$ cat src/rtl/param_interrupt_controller.sv
// param_interrupt_controller
//   Programmable interrupt controller with rotating priority, fully nested
//   servicing and a two-pulse CPU acknowledge that returns a vector.
//
// Ports
//   clock, reset_n            rising-edge clock, async active-low reset
//   irq_in[CHANNELS]          raw interrupt requests
//   cfg_wr + cfg_*            init strobe: trigger mode, auto-EOI, auto-rotate,
//                             vector base (low IDX_W bits ignored); clears state
//   mask_wr, mask_data        interrupt mask write (1 = masked)
//   eoi_wr, eoi_specific,     end-of-interrupt command (specific level or
//   eoi_level, eoi_rotate     highest in-service bit, optional rotate)
//   inta_n                    CPU acknowledge, active-low, two pulses
//   int_out                   registered interrupt request to CPU
//   vector_valid, vector_out  vector drive during the second acknowledge pulse
//   irr_out, isr_out, imr_out request, in-service and mask registers
//
// Acknowledge FSM
//   state | meaning
//   IDLE  | waiting for first inta_n falling edge
//   ACK1  | first pulse; ISR bit latched and ack_index captured on entry
//   GAP   | between pulses
//   ACK2  | second pulse; vector driven while inta_n is low
module param_interrupt_controller #(
    parameter int CHANNELS     = 8,
    parameter int VECTOR_WIDTH = 8,
    localparam int IDX_W       = $clog2(CHANNELS)
) (
    input  logic                    clock,
    input  logic                    reset_n,
    input  logic [CHANNELS-1:0]     irq_in,
    input  logic                    cfg_wr,
    input  logic                    cfg_level,
    input  logic                    cfg_auto_eoi,
    input  logic                    cfg_auto_rotate,
    input  logic [VECTOR_WIDTH-1:0] cfg_vector_base,
    input  logic                    mask_wr,
    input  logic [CHANNELS-1:0]     mask_data,
    input  logic                    eoi_wr,
    input  logic                    eoi_specific,
    input  logic [IDX_W-1:0]        eoi_level,
    input  logic                    eoi_rotate,
    input  logic                    inta_n,
    output logic                    int_out,
    output logic                    vector_valid,
    output logic [VECTOR_WIDTH-1:0] vector_out,
    output logic [CHANNELS-1:0]     irr_out,
    output logic [CHANNELS-1:0]     isr_out,
    output logic [CHANNELS-1:0]     imr_out
);

    typedef enum logic [1:0] {S_IDLE, S_ACK1, S_GAP, S_ACK2} state_t;

    state_t                         state, state_n;
    logic [CHANNELS-1:0]            irr, isr, imr, irq_q;
    logic [CHANNELS-1:0]            irr_n, isr_n, imr_n;
    logic [IDX_W-1:0]               lowest_prio, lp_n, ack_index, ack_index_n;
    logic                           spurious_q, spurious_n;
    logic                           level_q, auto_eoi_q, auto_rotate_q;
    logic [VECTOR_WIDTH-IDX_W-1:0]  base_hi;
    logic                           inta_q, int_q, int_n;
    logic                           inta_fall, inta_rise, ack_enter, ack_exit;
    logic                           cand_found, isr_found, qualify;
    logic [IDX_W-1:0]               cand_idx, isr_idx;
    logic [IDX_W:0]                 cand_pos, isr_pos;
    logic                           unused_base_bits;

    assign unused_base_bits = ^cfg_vector_base[IDX_W-1:0];

    // Walk channels from highest priority (lp+1) downward; pos is the rank
    // (0 = highest) so two searches can be compared for nesting.
    function automatic void prio_find(input  logic [CHANNELS-1:0] vec,
                                      input  logic [IDX_W-1:0]    lp,
                                      output logic                found,
                                      output logic [IDX_W-1:0]    idx,
                                      output logic [IDX_W:0]      pos);
        found = 1'b0;
        idx   = '0;
        pos   = '0;
        for (int k = 0; k < CHANNELS; k++) begin
            int               c;
            logic [IDX_W-1:0] ci;
            c = int'(lp) + 1 + k;
            if (c >= CHANNELS) c = c - CHANNELS;
            ci = IDX_W'(c);
            if (!found && vec[ci]) begin
                found = 1'b1;
                idx   = ci;
                pos   = (IDX_W+1)'(k);
            end
        end
    endfunction

    assign inta_fall = inta_q & ~inta_n;
    assign inta_rise = ~inta_q & inta_n;

    always_comb begin
        prio_find(irr & ~imr, lowest_prio, cand_found, cand_idx, cand_pos);
        prio_find(isr, lowest_prio, isr_found, isr_idx, isr_pos);
        qualify = cand_found && (!isr_found || (cand_pos < isr_pos));
    end

    always_ff @(posedge clock or negedge reset_n) begin
        if (!reset_n) state <= S_IDLE;
        else          state <= state_n;
    end

    always_comb begin
        state_n   = state;
        ack_enter = 1'b0;
        ack_exit  = 1'b0;
        case (state)
            S_IDLE: if (inta_fall) begin state_n = S_ACK1; ack_enter = 1'b1; end
            S_ACK1: if (inta_rise) state_n = S_GAP;
            S_GAP:  if (inta_fall) state_n = S_ACK2;
            S_ACK2: if (inta_rise) begin state_n = S_IDLE; ack_exit = 1'b1; end
            default: state_n = S_IDLE;
        endcase
        if (cfg_wr) begin
            state_n   = S_IDLE;
            ack_enter = 1'b0;
            ack_exit  = 1'b0;
        end
    end

    // Register updates. Order matters: EOI/auto-EOI clears are applied
    // before the ACK1 latch so a same-cycle set of the same bit wins.
    always_comb begin
        irr_n       = level_q ? irq_in : (irr | (irq_in & ~irq_q));
        isr_n       = isr;
        imr_n       = mask_wr ? mask_data : imr;
        lp_n        = lowest_prio;
        ack_index_n = ack_index;
        spurious_n  = spurious_q;
        int_n       = qualify && !ack_enter;

        if (eoi_wr) begin
            if (eoi_specific) begin
                if (int'(eoi_level) < CHANNELS) begin
                    isr_n[eoi_level] = 1'b0;
                    if (eoi_rotate) lp_n = eoi_level;
                end
            end else if (isr_found) begin
                isr_n[isr_idx] = 1'b0;
                if (eoi_rotate) lp_n = isr_idx;
            end
        end

        if (ack_exit && !spurious_q) begin
            if (auto_eoi_q)    isr_n[ack_index] = 1'b0;
            if (auto_rotate_q) lp_n = ack_index;
        end

        if (ack_enter) begin
            spurious_n  = !cand_found;
            ack_index_n = cand_found ? cand_idx : IDX_W'(CHANNELS-1);
            if (cand_found) begin
                isr_n[cand_idx] = 1'b1;
                irr_n[cand_idx] = 1'b0;
            end
        end

        if (cfg_wr) begin
            irr_n = '0;
            isr_n = '0;
            imr_n = '0;
            lp_n  = IDX_W'(CHANNELS-1);
            int_n = 1'b0;
        end
    end

    always_ff @(posedge clock or negedge reset_n) begin
        if (!reset_n) begin
            irr           <= '0;
            isr           <= '0;
            imr           <= '0;
            irq_q         <= '0;
            lowest_prio   <= IDX_W'(CHANNELS-1);
            ack_index     <= '0;
            spurious_q    <= 1'b0;
            level_q       <= 1'b0;
            auto_eoi_q    <= 1'b0;
            auto_rotate_q <= 1'b0;
            base_hi       <= '0;
            inta_q        <= 1'b1;
            int_q         <= 1'b0;
        end else begin
            irr         <= irr_n;
            isr         <= isr_n;
            imr         <= imr_n;
            irq_q       <= irq_in;
            lowest_prio <= lp_n;
            ack_index   <= ack_index_n;
            spurious_q  <= spurious_n;
            inta_q      <= inta_n;
            int_q       <= int_n;
            if (cfg_wr) begin
                level_q       <= cfg_level;
                auto_eoi_q    <= cfg_auto_eoi;
                auto_rotate_q <= cfg_auto_rotate;
                base_hi       <= cfg_vector_base[VECTOR_WIDTH-1:IDX_W];
            end
        end
    end

    assign vector_valid = (state == S_ACK2) && !inta_n;
    assign vector_out   = vector_valid ? {base_hi, ack_index} : '0;
    assign int_out      = int_q;
    assign irr_out      = irr;
    assign isr_out      = isr;
    assign imr_out      = imr;

endmodule
$ cat config.mk
export PLATFORM = sky130hd
export DESIGN_NAME = param_interrupt_controller
export DESIGN_NICKNAME = d
export VERILOG_FILES = /design/src/rtl/param_interrupt_controller.sv
export SDC_FILE = /design/constraint.sdc
export NUM_CORES = 1
export LEC_CHECK = 0
export CORE_ASPECT_RATIO = 1.25
export CORE_UTILIZATION = 44
export CTS_BUF_LIST = sky130_fd_sc_hd__clkbuf_16
export CTS_CLUSTER_SIZE = 8
export DETAILED_ROUTE_END_ITERATION = 16
export PLACE_DENSITY = 0.79
export SLEW_MARGIN = 20
export SYNTH_ARGS = -nofsm -noshare
export SYNTH_HDL_FRONTEND = slang
export SYNTH_SLANG_ARGS = --single-unit
export TNS_END_PERCENT = 30
$ cat constraint.sdc
create_clock -name clock -period 4.17 [get_ports clock]
set_input_delay 0.417 -clock clock [delete_from_list [all_inputs] [get_ports clock]]
set_output_delay 0.417 -clock clock [all_outputs]
set_load 0.03 [all_outputs]
==> results.ini <==
[worst_setup_path]
crit_path_top_delay_cell = or4b_1
cp.arrival_ns = 4.23
r2r_setup_slack_ns = 0.13
cp_max_fo = 16
cpPeakStageDelay_ns = 0.59
crit_start = lowest_prio[0]$_DFF_PN1_
cp_cell_sequence = inv_2 > ha_4 > and4bb_1 > nor4_1 > mux2i_1 > or4b_1 > or2_1 > o2111a_1 > a21o_1 > or4_1 > and3_1
start_kind = flip-flop
reg2reg_depth = 11
critical_path_class = reg2reg
cp-end-kind = flip-flop
r2r_start = lowest_prio[0]$_DFF_PN1_
required_ns = 4.36
reg2reg_to = irr_out[5]$_DFF_PN0_
crit_end = irr_out[5]$_DFF_PN0_

[power_and_ir_drop]
power_w = 0.00256
leakage_nw = 2.19
power_density_mw_per_mm2 = 466
ir_drop_uv = 370

[flow_run]
drv_cap = 0

[routing]
drt-pass1-iter-count = 8
drtIter0Drc = 256
wl_per_cell_um = 19.0
via_per_inst = 6.31
drc = 0
finalWirelength_mm = 12.9
drt.antenna.violating_nets = 0
dr_total_vias = 4273

[synth]
synth.largest_area_cell = dfrtp_1
synth.distinct_cells = 74
yosysWarnings = 0
yosysMostFrequentCell = dfrtp_1
synth_edf_count = 0
ys_top_cells_by_area = dfrtp_1 (26%), mux4_2 (12%), mux2i_1 (6.0%), mux2_2 (3.7%), nor2_1 (3.7%)
synthSimpleGateAreaFrac_pct = 22.8
yosysTopAreaCellShare_pct = 25.9
syn_area_per_cell_um2 = 9.34
synth_common_cells = dfrtp_1 (47), nor2_1 (45), nand2_1 (37)
syn_nets = 532
synthXorXnorAreaFrac_pct = 1.98
synth_compound_area_share_pct = 17.9
synth_ff_type = dfrtp_1
synth_fa_ha_area_share_pct = 2.20
synth_mux_area_share_pct = 22.1
synthesis.area_mm2 = 0.00454
synth_top_family_by_area = simple AND/OR/NAND/NOR gates
syn_inst = 486
yosysSeqAreaShare_pct = 28.2
synth-seq-cells = 51
ys_async_sr_fraction_pct = 100

[clock_network]
root_buffer = clkbuf_16
clk_pin_slew_ns = 0.07
ctsHoldBuffers = 0
clockBufferDepth = 2
clk_latency_ns = 0.30
cts_tree = built
cts_sinks = 51
cts_buffers = 5
h-tree-depth = 2
cts_setup_buffers = 0
cts_resized = 0

[placed_design]
numPortBuffers = 68
place_inst = 669
hpwlAfterDp_mm = 9.73
gp_congestion = 0.908
dpl_cell_area_mm2 = 0.00534

[global_route]
grt_max_degree = 52
track_usage_pct = 25.0
gr-total-overflow = 0
grt_pass1_vias = 4211
grt_pass1_wl_mm = 21.0
antenna_found_initial = 0

[run_status]
status = finished clean

[sta]
tightest_slew_ns = 0.780
fmaxAchievable_mhz = 248
skew_ns = 0.00532
slew_violations = 0
finalSetupTns_ns = 0
slew_headroom_pct = 47.3
post-route-period-util_pct = 96.8
rsz0062_at_grt = false
setup_violations = 0
min_period_ns = 4.04
final_hold_viol_count = 0

[die]
die_x_um = 92.9
die_h_um = 116
rows = 41
io_pins = 72
core_mm2 = 0.0101
start_util_pct = 45.2
die-area_mm2 = 0.0107

[final_layout]
diodes = 0
fin_area_mm2 = 0.00549
drive_above_1_share_pct = 15.0
synthToLayoutAreaGrowth_pct = 21.0
finalCoreUtilization_pct = 54.6
fin_cells = 677
fin_nets = 593

[min_path]
min_path_type = in2async

worst min path at each step:
stage | start | to | cells past startpoint
3_3_place_gp | spurious_q$_DFFE_PN0P_ | spurious_q$_DFFE_PN0P_ | 2
2_1_floorplan | reset_n | ack_index[0]$_DFFE_PN0P_ | 0
3_5_place_dp | base_hi[3]$_DFFE_PN0P_ | base_hi[3]$_DFFE_PN0P_ | 1
4_1_cts | reset_n | base_hi[0]$_DFFE_PN0P_ | 2
5_1_grt | reset_n | base_hi[0]$_DFFE_PN0P_ | 2
6_report | reset_n | base_hi[0]$_DFFE_PN0P_ | 2
placed cells by master (no fill, tap or decap), types with 4 or more instances in the layout:
| cell type | count |
|---|---|
| dfrtp_1 | 47 |
| o22a_1 | 4 |
| o31ai_1 | 5 |
| nand4_1 | 6 |
| mux2i_1 | 27 |
| o22ai_1 | 4 |
| a21boi_0 | 8 |
| nor2b_1 | 13 |
| or2_2 | 5 |
| nand3_1 | 8 |
| o21ai_0 | 26 |
| nand2b_1 | 17 |
| clkdlybuf4s50_1 | 67 |
| dfstp_2 | 4 |
| a311oi_1 | 6 |
| buf_4 | 16 |
| nor3b_1 | 4 |
| ha_1 | 7 |
| and3_1 | 5 |
| mux4_2 | 24 |
| and2_1 | 12 |
| clkbuf_16 | 5 |
| mux2_2 | 15 |
| a31oi_1 | 10 |
| nor3_1 | 11 |
| inv_1 | 12 |
| nor4_1 | 5 |
| nor4b_1 | 4 |
| a21oi_1 | 16 |
| nand2_1 | 37 |
| nor2_1 | 45 |
logic make-up (layout without fill, tap and decap cells):
logic type      Yosys count  in the layout
compound gates          117            117
xor+xnor                  7              7
buf+inv                  44            106
mux                      67             67
flops                    51             51
fa+ha+maj                 8              8
simple gates            192            192
layer usage:
metal | wire (um) | global-route usage (%) | up-vias
li1 | - | - | 1976
met3 | 669 | 3.02 | 39
met5 | 0 | 0 | -
met4 | 538 | 13.4 | 0
met1 | 5010 | 30.0 | 2072
met2 | 6650 | 43.8 | 186
worst max-delay path: cells and delay by family, from the launching register on:
family / cells / cell delay (ns)
simple gates: 6 / 2.29
mux: 1 / 0.23
fa+ha+maj: 1 / 0.37
buf+inv: 1 / 0.05
compound gates: 2 / 0.43
flops: 1 / 0.55
final cells by class:
class                           count  area, um2
Inverter                           14       52.6
Clock buffer                        5        125
Fill cell                         928       4560
Clock inverter                      3       16.3
Timing Repair Buffer               84        796
Sequential cell                    51       1280
Multi-Input combinational cell    391       3060
Tap cell                          129        161
stage by stage:
| step | hold WS, ns | setup WS [ns] |
|---|---|---|
| after floorplan | 0.121 | 0.00345 |
| final | 0.221 | 0.132 |
| after global placement | 0.482 | 0.213 |
| after global routing | 0.296 | 0.0215 |
| after CTS | 0.256 | 0.168 |
| after detailed placement | 0.488 | 0.181 |
flip-flops by register name, indices dropped and copies added, names as in the netlist:
register	flops
ack_index	3
imr_out	8
base_hi	5
lowest_prio	3
irr_out	8
int_out	1
level_q	1
isr_out	8
auto_eoi_q	1
state	2
spurious_q	1
inta_q	1
auto_rotate_q	1
irq_q	8
power by group:
part / total [W] / switching (W) / internal, W
Combinational: 0.00149 / 0.000844 / 0.000646
Sequential: 0.000667 / 0.000103 / 0.000564
Clock: 0.000404 / 0.000184 / 0.000219
No activity file was read; power rests on OpenSTA's default activity.
